[src/rtl/hazard_stall_ctrl.sv]
`default_nettype none
// ============================================================================
// Module   : hazard_stall_ctrl
// Purpose  : D-stage stall/bubble source for the 5-stage MIPS pipeline, with
//            a shadow E/M scoreboard and the mult/div busy countdown.
//            Optional stall counter output under HAZARD_STALL_STAT_EN.
// Revision : 1.0 - initial release
// ============================================================================
module hazard_stall_ctrl #(
  parameter int MULT_CYCLES = 5,
  parameter int DIV_CYCLES  = 10
) (
  input  logic        clk,
  input  logic        reset,
  input  logic [31:0] Instr_D,
  input  logic [4:0]  A3_D,
  output logic        stall_PC,
  output logic        stall_FD,
  output logic        bubble_DE,
  output logic        md_busy
`ifdef HAZARD_STALL_STAT_EN
  ,
  output logic [31:0] stall_cnt
`endif
);

  localparam int CNT_MAX = (MULT_CYCLES > DIV_CYCLES) ? MULT_CYCLES : DIV_CYCLES;
  localparam int CNT_W   = $clog2(CNT_MAX + 1);

  localparam logic [5:0] OP_RTYPE = 6'h00;
  localparam logic [5:0] OP_JAL   = 6'h03;
  localparam logic [5:0] OP_BEQ   = 6'h04;
  localparam logic [5:0] OP_ORI   = 6'h0d;
  localparam logic [5:0] OP_LUI   = 6'h0f;
  localparam logic [5:0] OP_LW    = 6'h23;
  localparam logic [5:0] OP_SW    = 6'h2b;

  localparam logic [5:0] FN_JR    = 6'h08;
  localparam logic [5:0] FN_MFHI  = 6'h10;
  localparam logic [5:0] FN_MTHI  = 6'h11;
  localparam logic [5:0] FN_MFLO  = 6'h12;
  localparam logic [5:0] FN_MTLO  = 6'h13;
  localparam logic [5:0] FN_MULT  = 6'h18;
  localparam logic [5:0] FN_MULTU = 6'h19;
  localparam logic [5:0] FN_DIV   = 6'h1a;
  localparam logic [5:0] FN_DIVU  = 6'h1b;
  localparam logic [5:0] FN_ADDU  = 6'h21;
  localparam logic [5:0] FN_SUBU  = 6'h23;

  logic [5:0] opcode;
  logic [5:0] funct;
  logic [4:0] rs;
  logic [4:0] rt;
  logic       unused_instr_bits;

  assign opcode            = Instr_D[31:26];
  assign funct             = Instr_D[5:0];
  assign rs                = Instr_D[25:21];
  assign rt                = Instr_D[20:16];
  assign unused_instr_bits = ^Instr_D[15:6];

  // D-stage decode
  logic       is_r, is_addsub, is_ori, is_lui, is_lw, is_sw, is_beq, is_jal, is_jr;
  logic       is_mult, is_div, is_mfhilo, is_mthilo, alu_write;
  logic       use_rs, use_rt, writes_d, md_d, hilo_user;
  logic [1:0] tuse_rs, tuse_rt, tnew_d;

  always_comb begin
    is_r      = (opcode == OP_RTYPE);
    is_addsub = is_r && ((funct == FN_ADDU) || (funct == FN_SUBU));
    is_jr     = is_r && (funct == FN_JR);
    is_mult   = is_r && ((funct == FN_MULT) || (funct == FN_MULTU));
    is_div    = is_r && ((funct == FN_DIV) || (funct == FN_DIVU));
    is_mfhilo = is_r && ((funct == FN_MFHI) || (funct == FN_MFLO));
    is_mthilo = is_r && ((funct == FN_MTHI) || (funct == FN_MTLO));
    is_ori    = (opcode == OP_ORI);
    is_lui    = (opcode == OP_LUI);
    is_lw     = (opcode == OP_LW);
    is_sw     = (opcode == OP_SW);
    is_beq    = (opcode == OP_BEQ);
    is_jal    = (opcode == OP_JAL);

    use_rs    = is_beq | is_jr | is_addsub | is_ori | is_lw | is_sw |
                is_mult | is_div | is_mthilo;
    tuse_rs   = (is_beq | is_jr) ? 2'd0 : 2'd1;
    use_rt    = is_beq | is_addsub | is_mult | is_div | is_sw;
    tuse_rt   = is_beq ? 2'd0 : (is_sw ? 2'd2 : 2'd1);

    alu_write = is_addsub | is_ori | is_lui | is_mfhilo;
    writes_d  = (is_jal | alu_write | is_lw) && (A3_D != 5'd0);
    tnew_d    = is_lw ? 2'd2 : (alu_write ? 2'd1 : 2'd0);

    md_d      = is_mult | is_div;
    hilo_user = md_d | is_mfhilo | is_mthilo;
  end

  // Shadow scoreboard of the E and M stages
  logic [4:0]       a3_e, a3_m;
  logic [1:0]       tnew_e, tnew_m;
  logic             md_e, div_e;
  logic [CNT_W-1:0] cnt;

  // The youngest producer (E) wins: when it matches, its value is forwarded
  // and any older writer in M is irrelevant.
  function automatic logic src_stall(
    input logic       used,
    input logic [4:0] r,
    input logic [1:0] tuse,
    input logic [4:0] a3e,
    input logic [1:0] tne,
    input logic [4:0] a3m,
    input logic [1:0] tnm
  );
    logic hit;
    hit = 1'b0;
    if (used && (r != 5'd0)) begin
      if (r == a3e) hit = (tne > tuse);
      else          hit = (r == a3m) && (tnm > tuse);
    end
    return hit;
  endfunction

  logic busy_raw, data_stall, mdu_stall, stall;

  always_comb begin
    busy_raw   = md_e | (cnt != '0);
    data_stall = src_stall(use_rs, rs, tuse_rs, a3_e, tnew_e, a3_m, tnew_m) |
                 src_stall(use_rt, rt, tuse_rt, a3_e, tnew_e, a3_m, tnew_m);
    mdu_stall  = hilo_user & busy_raw;
    stall      = (data_stall | mdu_stall) & ~reset;
  end

  always_ff @(posedge clk) begin
    if (reset) begin
      a3_e   <= 5'd0;
      tnew_e <= 2'd0;
      md_e   <= 1'b0;
      div_e  <= 1'b0;
      a3_m   <= 5'd0;
      tnew_m <= 2'd0;
    end else begin
      a3_m   <= a3_e;
      tnew_m <= (tnew_e == 2'd0) ? 2'd0 : tnew_e - 2'd1;
      if (stall) begin
        a3_e   <= 5'd0;
        tnew_e <= 2'd0;
        md_e   <= 1'b0;
        div_e  <= 1'b0;
      end else begin
        a3_e   <= writes_d ? A3_D : 5'd0;
        tnew_e <= writes_d ? tnew_d : 2'd0;
        md_e   <= md_d;
        div_e  <= is_div;
      end
    end
  end

  always_ff @(posedge clk) begin
    if (reset) begin
      cnt <= '0;
    end else if (md_e) begin
      cnt <= div_e ? CNT_W'(DIV_CYCLES) : CNT_W'(MULT_CYCLES);
    end else if (cnt != '0) begin
      cnt <= cnt - CNT_W'(1);
    end
  end

`ifdef HAZARD_STALL_STAT_EN
  always_ff @(posedge clk) begin
    if (reset) begin
      stall_cnt <= 32'd0;
    end else if (stall && (stall_cnt != 32'hFFFF_FFFF)) begin
      stall_cnt <= stall_cnt + 32'd1;
    end
  end
`endif

  assign stall_PC  = stall;
  assign stall_FD  = stall;
  assign bubble_DE = stall;
  assign md_busy   = busy_raw & ~reset;

endmodule
`default_nettype wire

[config.mk]
export PLATFORM = sky130hd
export DESIGN_NAME = hazard_stall_ctrl
export DESIGN_NICKNAME = d
export VERILOG_FILES = /design/src/rtl/hazard_stall_ctrl.sv
export SDC_FILE = /design/constraint.sdc
export NUM_CORES = 1
export LEC_CHECK = 0
export CAP_MARGIN = 5
export CORE_MARGIN = 2
export CORE_UTILIZATION = 39
export CTS_BUF_LIST = sky130_fd_sc_hd__clkbuf_16
export DETAILED_ROUTE_END_ITERATION = 10
export PLACE_DENSITY = 0.76
export SYNTH_ARGS = -nofsm -noshare
export SYNTH_HDL_FRONTEND = slang
export SYNTH_SLANG_ARGS = --single-unit
[constraint.sdc]
create_clock -name clk -period 8.2 [get_ports clk]
set_clock_uncertainty 0.05 [all_clocks]
set_input_delay 2.46 -clock clk [delete_from_list [all_inputs] [get_ports clk]]
set_output_delay 2.46 -clock clk [all_outputs]
set_load 0.05 [all_outputs]
# Word-level counts from Yosys, hierarchy flattened
# Index checks and enable logic that the tools add are counted.
# W data, S select, Z words.
[word_totals]
word_cells = 102
in_bits = 39
regBits = 20
out_inout_bits = 4
[op_classes]
muxes = 12
n_reduce_logical = 27
order_cmp = 4
eq_ne = 21
addsub = 2
bitwise_logic = 28
[op_table]
columns = ["op", "n"]
rows = [
  ["$eq A6 B5 Y1 const B", 8],
  ["$eq A6 B6 Y1 const B", 4],
  ["$or A1 B1 Y1", 23],
  ["$eq A5 B5 Y1", 4],
  ["$eq A6 B4 Y1 const B", 3],
  ["$reduce_bool A5 Y1", 3],
  ["$mux W4", 3],
  ["$logic_and A1 B1 Y1", 11],
  ["$eq A6 B2 Y1 const B", 1],
  ["$eq A6 B3 Y1 const B", 1],
  ["$logic_not A6 Y1", 1],
  ["$mux W1", 6],
  ["$mux W2", 3],
  ["$logic_or A1 B1 Y1", 5],
  ["$gt A2 B1 Y1", 2],
  ["$gt A2 B2 Y1", 2],
  ["$reduce_bool A4 Y1", 1],
  ["$reduce_or A2 Y1", 2],
  ["$reduce_or A4 Y1", 1],
  ["$sub A4 B1 Y4 const B", 1],
  ["$and A1 B1 Y1", 3],
  ["$reduce_or A3 Y1", 1],
  ["$logic_not A2 Y1", 1],
  ["$not A1 Y1", 2],
  ["2 further kinds", 2],
]

# Depth between registers and ports, before layout
# Gate-level depths: netlist (run 1).
[depth]
depth_word = 16
depth_mapped = 12
mapped_depth_nobuf = 11

# Worst setup path after synthesis (run 1)
# No wires, ideal clock.
[synth_timing]
path_type = "input-to-output"
startpoint = "input port Instr_D[26]"
endpoint = "output port stall_FD"
cell_stages = 12
setup_slack_ns = 0.223
t_required_ns = 5.690
path_buffers = 1
arrival_time_ns = 5.467
path_cell_list = "or3_4 nand2b_1 o21ai_1 inv_1 ha_1 nand2_1 o2111ai_1 or4_1 mux2i_1 a22oi_1 a21oi_1 buf_4"
[synth_between]
elab_chain_cells = 15
elab_cells_between_ends = 45
cone_classes = "order compare: 4; eq/ne: 4; mux: 7; bitwise: 19; reduce/logical: 11"
[synth_rtl]
columns = ["item", "line", "text"]
rows = [
  ["start: declaration", "15", "input logic [31:0] Instr_D,"],
  ["$logic_not A6 Y1", "69", "is_r = (opcode == OP_RTYPE);"],
  ["$logic_and A1 B1 Y1", "71", "is_jr = is_r && (funct == FN_JR);"],
  ["$or A1 B1 Y1", "83, 85", ""],
  ["$or A1 B1 Y1 (5 in series)", "83", "use_rs = is_beq | is_jr | is_addsub | is_ori | is_lw | is_sw |"],
  ["$or A1 B1 Y1 (2 in series)", "84", "is_mult | is_div | is_mthilo;"],
  ["$logic_and A1 B1 Y1", "116", "if (used && (r != 5'd0)) begin"],
  ["$mux W1", "116", ""],
  ["$or A1 B1 Y1", "127", "data_stall = src_stall(use_rs, rs, tuse_rs, a3_e, tnew_e, a3_m, tnew_m) |"],
  ["$or A1 B1 Y1 (*)", "130", "stall = (data_stall | mdu_stall) & ~reset;"],
  ["$and A1 B1 Y1 (*)", "130", ""],
  ["end: declaration", "18", "output logic stall_FD,"],
]
# Every way passes the cells marked *; elsewhere a longest branch is shown, timed or not.

# Worst setup path in the final report (run 1)
# Same ends and word-level chain as after synthesis.

==> metrics.yaml, run 1 <==
detailed_routing:
  via_count: 1240
  viasPerCell: 5.17
  drtPass1Iterations: 4
  drc_errors: 0
  ant_nets: 0
  wirelength_um: 3060
  first_iter_violations: 39
  wl_per_cell_um: 12.8
placed_design:
  io_buffer_count: 32
  globalplace.congestion: 0.847
  placed_cell_area_mm2: 0.00174
  dpl.hpwl_um: 2480
setup_path:
  rr_endpoint: "tnew_e[0]$_SDFF_PP0_"
  path_class: "in -> out"
  cp-start-kind: "input pin"
  crit_required_ns: 5.69
  end_kind: "output port"
  r2r_slack_ns: 6.06
  reg2reg_from: "tnew_m[1]$_SDFF_PP0_"
  crit_end: "stall_FD"
  crit_start: "Instr_D[26]"
  worstPathArrival_ns: 5.46
  cp_max_fo: 4
  reg2reg_depth: 7
clocking:
  cts_buffer_depth: 2
  clk_pin_slew_worst_paths_ns: 0.05
  cts-resized-gates: 0
  cts_setup_buffers: 0
  cts-root-buf: "clkbuf_16"
  cts_sinks: 20
  cts_tree: "yes"
  clock_latency_ns: 0.25
  cts_hold_buf: 0
  cts-htree-levels: 1
  cts_buffers: 3
floorplan:
  design.die.area_mm2: 0.00397
  pin_count: 43
  initial_core_util_pct: 40.7
  die_h_um: 63.0
  die-width_um: 63.0
  core_area_mm2: 0.00334
  rows: 21
pwr:
  p_per_area_mw_per_mm2: 193
  p_seq_share_pct: 32.5
  p_sw_w: 0.000102
  p_sw_share_pct: 28.7
  vdd_drop_max_mv: 0.176
  comb_power_share_pct: 30.5
  internal_power_w: 0.000254
  p_clk_share_pct: 37.1
  cellLeakagePower_nw: 0.684
synth:
  syn_inst: 162
  synth-xor-area-share_pct: 14.8
  async_flop_share_pct: 0
  synth_edf_count: 0
  synthAdderAreaFrac_pct: 8.29
  synth_top_family_by_area: "simple AND/OR/NAND/NOR gates"
  synth_area_per_cell_um2: 8.39
  synth_area_mm2: 0.00136
  ys_seq_area_share_pct: 29.5
  synth_nets: 210
  ys_seq_elements: 20
  synth_ff_type: "dfxtp_1"
  synthMuxAreaShare_pct: 1.57
  synthSimpleGateAreaFrac_pct: 28.9
  yosysWarnings: 0
  synth_compound_area_share_pct: 12.2
  ys_types: 42
grt:
  grt_first_pass_wirelength_um: 5370
  grt_antenna_before_repair: 0
  grt_pass1_vias: 1259
  grt_overflow_total: 0
  grt.total_usage_pct: 16.7
  grt_max_degree: 14
sta:
  setup_tns_ns: 0
  max_freq_mhz: 125
  tightestPinTransition_ns: 0.575
  rsz0062_at_grt: "no"
  max-slew-margin-rel_pct: 61.3
  drv_slew: 0
  min_period_ns: 7.97
  finalCritPeriodShare_pct: 97.2
  finalHoldViolCount: 0
  setup_viol: 0
finish:
  final_cell_area_mm2: 0.00184
  seqCellArea_um2: 400
  fillers: 314
  final_nets: 243
  n_antenna_cell: 0
  multi_input_area_um2: 893
  drive_above_1_share_pct: 6.70
  fin_util_pct: 55.3
  synthToLayoutAreaGrowth_pct: 35.7
flow_run:
  drv_cap: 0
hold_path:
  hp-class: "reg -> reg"
run_status:
  run_status: "completed"
[metal layers]
metal	global-route usage [%]	part of all wire (%)
met4	4.17	0.33
met2	29.5	49
met3	3.06	4.3
met5	0	0
met1	20.7	46
[cells in the mapped netlist (all sizes together), types with 2 or more instances]
master   count  share of area [%]
o22a         2                1.3
ha           9                8.3
or3          3                1.7
or4          6                3.6
o2111ai      2                1.3
nor2        19                5.2
nor4         4                1.8
nor3         8                2.9
xnor2       11                7.1
xor2        12                7.7
dfxtp       20                 29
buf          4                2.3
nand2b       3                1.4
nand2        4                1.1
nand3        8                2.9
a21oi        4                1.5
inv          8                2.2
o21ai        7                2.9
nor2b       11                5.1
[area by class of cell]
class / count / share of cell area [%]
multi-input combinational: 129 / 48.4
sequential: 20 / 21.7
timing repair buffer: 33 / 19.4
clock buffer: 3 / 4.07
tap: 46 / 3.12
clock inverter: 1 / 1.63
inverter: 8 / 1.63
[cells by family after synthesis]
family	Yosys count
AO/OA/AOI/OAI	24
buffers and inverters	13
XOR/XNOR	23
AND/OR/NAND/NOR	71
multiplexers	2
flip-flops	20
adder cells (fa/ha/maj)	9
[layout by cell type (no fill, tap or decap), types with 2 or more instances in the layout]
cell             count
nand3_1              8
o21ai_1              2
a21oi_1              4
nand2_1              4
dfxtp_1             20
ha_1                 9
clkdlybuf4s50_1     29
nor2_1              19
clkbuf_16            3
nor3_1               8
buf_12               3
xnor2_1             11
nand2b_1             3
nor4_1               4
o2111ai_1            2
o22a_1               2
or3_1                2
or4_1                5
nor2b_1             11
o21ai_0              4
inv_1                8
xor2_1              12
[stage by stage]
step	setup slack (ns)	hold WS (ns)	std cells	total power (W)
3_5_place_dp	0.215	0.366	236	0.000224
4_1_cts	0.207	0.374	240	0.000357
5_1_grt	0.0911	0.388	240	0.000375
6_report	0.231	0.369	240	0.000356
2_1_floorplan	0.223	0.347	162	0.000188
3_3_place_gp	0.263	0.365	236	0.000221
[power groups by stage]
stage / clock, W / sequential, W / combinational [W]
floorplan: 0 / 0.000115 / 0.0000730
global placement: 0 / 0.000117 / 0.000105
detailed placement: 0 / 0.000117 / 0.000107
CTS: 0.000134 / 0.000115 / 0.000108
global route: 0.000137 / 0.000116 / 0.000121
finish: 0.000132 / 0.000115 / 0.000108
[registers in the layout, indices dropped and copies added, names as in the netlist]
name / flops
a3_e: 5
a3_m: 5
cnt: 4
div_e: 1
md_e: 1
tnew_e: 2
tnew_m: 2
[worst min path at each step]
stage                                     from                   end  depth (start not counted)
final                     tnew_e[0]$_SDFF_PP0_  tnew_m[0]$_SDFF_PP0_                          1
after floorplan           tnew_e[0]$_SDFF_PP0_  tnew_m[0]$_SDFF_PP0_                          1
after detailed placement  tnew_e[0]$_SDFF_PP0_  tnew_m[0]$_SDFF_PP0_                          1
after CTS                 tnew_e[0]$_SDFF_PP0_  tnew_m[0]$_SDFF_PP0_                          1
after global routing      tnew_e[0]$_SDFF_PP0_  tnew_m[0]$_SDFF_PP0_                          1
after global placement    tnew_e[0]$_SDFF_PP0_  tnew_m[0]$_SDFF_PP0_                          1
[worst max-delay path, stage by stage]
cell             delay (ns)
clkdlybuf4s50_1        0.46
or3_4                  0.42
nand2b_1               0.17
o21ai_1                0.17
inv_1                  0.09
ha_1                   0.28
nand2_1                0.06
o2111ai_1              0.08
or4_1                  0.41
mux2i_1                0.21
a22oi_1                0.12
a21oi_1                0.19
buf_4                  0.19
buf_12                 0.14
No activity file was read; power rests on OpenSTA's default activity.
==> inputs of run 2 (changes only) <==
Settings changed: CELL_PAD_IN_SITES_DETAIL_PLACEMENT set to 1, CELL_PAD_IN_SITES_GLOBAL_PLACEMENT set to 1, CORE_UTILIZATION 39 to 36, GPL_ROUTABILITY_DRIVEN set to 0, PLACE_DENSITY 0.76 to 0.92.
==> run 2 against run 1 <==
Utilization fell by 4.2 points. Critical path depth unchanged. Fmax decreased by 1.1%. Highest routed layer is now met3. Combinational power grew 4%. Largest cell class unchanged. Hold slack improved by 0.024 ns. Cell count rose by 0.83%. Sequential share of layout area is 0.15 points lower. Critical endpoint is now stall_PC. Final area increased by 0.68%. Die area up 7.8%. Non-clock buffer count is the same.
==> metrics.yaml, run 2 (same netlist as run 1, synthesis figures left out) <==
grt:
  grt.total_usage_pct: 18.8  # was 16.7%
  grt_first_pass_wirelength_um: 6360  # was 5370 µm
  grt_pass1_vias: 1425  # was 1259
  grt_max_degree: 14  # unchanged
  grt_antenna_before_repair: 0  # unchanged
  grt_overflow_total: 0  # unchanged
placed_design:
  place_ws_ns: 0.132  # was 0.215 ns
  dpl.hpwl_um: 2950  # was 2480 µm
  io_buffer_count: 32  # unchanged
  placed_cell_area_mm2: 0.00174  # about the same
flow_run:
  drv_cap: 0  # unchanged
finish:
  final_cell_area_mm2: 0.00186  # was 0.00184 mm²
  layout_common_cells: "clkdlybuf4s50_1 (28), dfxtp_1 (20), nor2_1 (19), xor2_1 (12)"  # was clkdlybuf4s50_1 (29), dfxtp_1 (20), nor2_1 (19), xor2_1 (12)
  top_regs: "a3_e: 5 flops, a3_m: 5 flops, cnt: 4 flops"  # unchanged
  synthToLayoutAreaGrowth_pct: 36.6  # was 35.7%
  layout_commonest_cell: "clkdlybuf4s50_1"  # unchanged
  drive_above_1_share_pct: 7.73  # was 6.70%
  final_nets: 243  # unchanged
  n_antenna_cell: 0  # unchanged
  fin_util_pct: 51.1  # was 55.3%
sta:
  setup_tns_ns: 0  # unchanged
  max_freq_mhz: 124  # was 125 MHz
  fin_ws_ns: 0.142  # was 0.231 ns
  setup_viol: 0  # unchanged
  finalHoldViolCount: 0  # unchanged
  drv_slew: 0  # unchanged
  finalCritPeriodShare_pct: 98.3  # was 97.2%
  min_period_ns: 8.06  # was 7.97 ns
  tightestPinTransition_ns: 0.579  # was 0.575 ns
  max-slew-margin-rel_pct: 61.0  # was 61.3%
setup_path:
  end_kind: "output port"  # unchanged
  crit_required_ns: 5.69  # about the same
  path_class: "in -> out"  # unchanged
  cp_max_fo: 6  # was 4
  worstPathArrival_ns: 5.55  # was 5.46 ns
  cp-start-kind: "input pin"  # unchanged
clocking:
  cts-htree-levels: 1  # unchanged
  cts_buffer_depth: 2  # unchanged
  cts_tree: "yes"  # unchanged
  cts_buffers: 3  # unchanged
  clock_latency_ns: 0.25  # about the same
  cts_sinks: 20  # unchanged
  clk_pin_slew_worst_paths_ns: 0.06  # was 0.05 ns
  cts-root-buf: "clkbuf_16"  # unchanged
detailed_routing:
  drc_errors: 0  # unchanged
  wl_per_cell_um: 15.5  # was 12.8 µm
  first_iter_violations: 25  # was 39
  drtPass1Iterations: 4  # unchanged
  wirelength_um: 3750  # was 3060 µm
  via_count: 1289  # was 1240
  viasPerCell: 5.33  # was 5.17
  ant_nets: 0  # unchanged
floorplan:
  rows: 22  # was 21
  core_area_mm2: 0.00363  # was 0.00334 mm²
  initial_core_util_pct: 37.4  # was 40.7%
  die-width_um: 65.4  # was 63.0 µm
  pin_count: 43  # unchanged
  design.die.area_mm2: 0.00428  # was 0.00397 mm²
  die_h_um: 65.4  # was 63.0 µm
pwr:
  vdd_drop_max_mv: 0.196  # was 0.176 mV
  p_per_area_mw_per_mm2: 195  # was 193 mW/mm²
  cellLeakagePower_nw: 0.697  # was 0.684 nW
hold_path:
  hp-class: "reg -> reg"  # unchanged
run_status:
  run_status: "completed"  # unchanged
==> run 2: path summary, 6_finish.rpt <==
| kind | from | end | slack (ns) | cells after the start |
|---|---|---|---|---|
| worst max-delay path | Instr_D[29] | stall_PC | 0.14 | 14 |
| worst min-delay path | tnew_e[0]$_SDFF_PP0_ | tnew_m[0]$_SDFF_PP0_ | 0.39 | 1 |
| worst max register to register | tnew_m[1]$_SDFF_PP0_ | tnew_e[0]$_SDFF_PP0_ | 6.00 | 7 |
| worst min register to register | tnew_e[0]$_SDFF_PP0_ | tnew_m[0]$_SDFF_PP0_ | 0.39 | 1 |
==> run 2: worst max-delay path, cell delays in order <==
cell,delay [ns]
clkdlybuf4s50_1,0.50
or3_4,0.39
nand2b_1,0.20
o21ai_2,0.16
inv_1,0.09
ha_1,0.28
nand2_1,0.06
o2111ai_1,0.09
or4_1,0.45
mux2i_2,0.22
a22oi_1,0.12
a21oi_1,0.17
buf_4,0.19
buf_12,0.14
==> run 2: cell type report <==
| class | count | area [µm²] |
|---|---|---|
| sequential | 20 | 400 |
| fill | 439 | 1780 |
| tap | 48 | 60.1 |
| inverter | 8 | 30.0 |
| multi-input combinational | 129 | 901 |
| clock inverter | 1 | 30.0 |
| clock buffer | 3 | 75.1 |
| timing repair buffer | 33 | 360 |
==> run 2: power breakdown <==
group          switching (W)  total (W)  internal, W
sequential        0.00000793   0.000115     0.000107
combinational      0.0000627   0.000112    0.0000496
clock              0.0000374   0.000134    0.0000968
==> run 2: layer usage <==
layer / vias up / part of all wire (%) / track usage, %
met2: 19 / 54 / 36.6
li1: 643 / - / -
met1: 627 / 43 / 21.9
met5: - / 0 / 0
met4: 0 / 0 / 2.08
met3: 0 / 3.1 / 3.25
==> run 2: metrics by stage <==
step                      hold WS [ns]  cells  power [W]
final                            0.393    242   0.000362
after global routing             0.417    242   0.000381
after CTS                        0.392    242   0.000365
after detailed placement         0.383    238   0.000229
after global placement           0.374    238   0.000222
after floorplan                  0.347    162   0.000188
==> run 2: timing repair <==
item / 4_1_cts / 5_1_grt
resized for setup: 0 / 3
buffers inserted: 0 / 0
setup endpoints to repair: 0 / 3
hold buffers: 0 / 0
==> inputs of run 3 (changes only) <==
Settings changed: CAP_MARGIN 5 to 20, MAX_ROUTING_LAYER set to met4, SLEW_MARGIN set to 20.
==> run 3 against run 2 <==
Clock-buffer cell count unchanged. Global-route usage up 0.50 points. Clock power about the same. Worst setup slack better by 0.0055 ns. Via count up 0.54%. Highest routed layer unchanged. Flip-flop and latch count unchanged. Final area unchanged.
==> metrics.yaml, run 3 (same netlist as run 1, synthesis figures left out) <==
run_status:
  run_status: "completed"  # unchanged
setup_path:
  crit_start: "Instr_D[29]"  # unchanged
  crit_end: "stall_PC"  # unchanged
  rr_endpoint: "tnew_e[0]$_SDFF_PP0_"  # unchanged
  reg2reg_from: "tnew_m[1]$_SDFF_PP0_"  # unchanged
  end_kind: "output port"  # unchanged
  r2r_slack_ns: 6.00  # about the same
  crit_required_ns: 5.69  # about the same
  cp_max_fo: 6  # unchanged
  path_class: "in -> out"  # unchanged
  cp-start-kind: "input pin"  # unchanged
  worstPathArrival_ns: 5.54  # was 5.55 ns
  reg2reg_depth: 7  # unchanged
detailed_routing:
  drc_errors: 0  # unchanged
  ant_nets: 0  # unchanged
  wirelength_um: 3740  # was 3750 µm
  via_count: 1296  # was 1289
  wl_per_cell_um: 15.5  # about the same
  drtPass1Iterations: 4  # unchanged
  viasPerCell: 5.36  # was 5.33
  first_iter_violations: 28  # was 25
grt:
  grt.total_usage_pct: 19.3  # was 18.8%
  grt_max_degree: 14  # unchanged
  grt_pass1_vias: 1421  # was 1425
  grt_antenna_before_repair: 0  # unchanged
  grt_overflow_total: 0  # unchanged
  grt_first_pass_wirelength_um: 6360  # unchanged
placed_design:
  io_buffer_count: 32  # unchanged
  dp.cells: 238  # unchanged
  dpl.hpwl_um: 2950  # unchanged
  place_ws_ns: 0.132  # unchanged
finish:
  fin_util_pct: 51.1  # unchanged
  fin_cells: 242  # unchanged
  synthToLayoutAreaGrowth_pct: 36.6  # unchanged
  top_regs: "a3_e: 5 flops, a3_m: 5 flops, cnt: 4 flops"  # unchanged
  drive_above_1_share_pct: 7.73  # unchanged
  layout_common_cells: "clkdlybuf4s50_1 (28), dfxtp_1 (20), nor2_1 (19), xor2_1 (12)"  # unchanged
  final_nets: 243  # unchanged
  layout_commonest_cell: "clkdlybuf4s50_1"  # unchanged
  n_antenna_cell: 0  # unchanged
clocking:
  cts_setup_buffers: 0  # unchanged
  cts_tree: "yes"  # unchanged
  cts-htree-levels: 1  # unchanged
  cts-resized-gates: 0  # unchanged
  cts_buffer_depth: 2  # unchanged
  cts_buffers: 3  # unchanged
  clock_latency_ns: 0.25  # about the same
  cts-root-buf: "clkbuf_16"  # unchanged
  cts_sinks: 20  # unchanged
  clk_pin_slew_worst_paths_ns: 0.06  # about the same
  cts_hold_buf: 0  # unchanged
sta:
  finalCritPeriodShare_pct: 98.2  # was 98.3%
  max_freq_mhz: 124  # about the same
  tightestPinTransition_ns: 0.583  # was 0.579 ns
  fin_ws_ns: 0.147  # was 0.142 ns
  hold_ws_ns: 0.393  # about the same
  setup_viol: 0  # unchanged
  finalHoldViolCount: 0  # unchanged
  drv_slew: 0  # unchanged
  min_period_ns: 8.05  # was 8.06 ns
  max-slew-margin-rel_pct: 60.7  # was 61.0%
pwr:
  p_clk_share_pct: 37.2  # was 37.1%
  internal_power_w: 0.000254  # about the same
  p_seq_share_pct: 31.9  # was 31.8%
  cellLeakagePower_nw: 0.697  # unchanged
  comb_power_share_pct: 30.9  # was 31.1%
  p_per_area_mw_per_mm2: 195  # about the same
  vdd_drop_max_mv: 0.196  # about the same
  p_sw_w: 0.000108  # about the same
  p_sw_share_pct: 29.8  # was 29.9%
hold_path:
  worstHoldPathCells: 1  # unchanged
  hp-class: "reg -> reg"  # unchanged
  min_from: "tnew_e[0]$_SDFF_PP0_"  # unchanged
floorplan:
  die-width_um: 65.4  # unchanged
  pin_count: 43  # unchanged
  rows: 22  # unchanged
  die_h_um: 65.4  # unchanged
  design.die.area_mm2: 0.00428  # unchanged
  initial_core_util_pct: 37.4  # unchanged
  core_area_mm2: 0.00363  # unchanged
flow_run:
  drv_cap: 0  # unchanged
==> run 3: cell counts in the layout (fill, tap and decap cells not counted) <==
No cell type changed its count.
==> run 3: critical path: stages <==
cell and delay [ns]:
clkdlybuf4s50_1 0.49, or3_4 0.39, nand2b_1 0.20, o21ai_2 0.16
inv_1 0.09, ha_1 0.28, nand2_1 0.06, o2111ai_1 0.09
or4_1 0.45, mux2i_2 0.22, a22oi_1 0.12, a21oi_1 0.17
buf_4 0.20, buf_12 0.14
==> run 3: worst min-delay path by stage <==
stage | endpoint | slack (ns)
after floorplan | tnew_m[0]$_SDFF_PP0_ | 0.35
after global placement | tnew_m[0]$_SDFF_PP0_ | 0.37
after detailed placement | tnew_m[0]$_SDFF_PP0_ | 0.38
after CTS | tnew_m[0]$_SDFF_PP0_ | 0.39
after global routing | tnew_m[0]$_SDFF_PP0_ | 0.42
final | tnew_m[0]$_SDFF_PP0_ | 0.39
==> run 3: power groups by stage <==
stage	Sequential [W]	Clock [W]	Combinational, W
4_1_cts	0.000115	0.000136	0.000114
3_3_place_gp	0.000117	0	0.000105
3_5_place_dp	0.000117	0	0.000111
6_report	0.000115	0.000134	0.000112
2_1_floorplan	0.000115	0	0.0000730
5_1_grt	0.000116	0.000141	0.000124
==> run 3: layout make-up <==
type / instances / area (µm²)
Sequential cell: 20 / 400
Clock buffer: 3 / 75.1
Clock inverter: 1 / 30.0
Timing Repair Buffer: 33 / 360
Fill cell: 439 / 1780
Multi-Input combinational cell: 129 / 901
Inverter: 8 / 30.0
Tap cell: 48 / 60.1
==> run 3: per-layer routing <==
metal,global-route usage (%),vias up,routed length [µm]
li1,-,643,-
met1,21.9,633,1600
met2,36.6,20,2030
met3,3.25,0,116
met4,2.08,0,0
met5,-,-,0
==> run 3: stage by stage <==
step,instance area [µm²],setup TNS (ns),power (W)
after global placement,1740,0,0.000222
after floorplan,1360,0,0.000188
after global routing,1860,-0.0897,0.000381
after detailed placement,1740,0,0.000229
after CTS,1850,0,0.000365
final,1860,0,0.000361
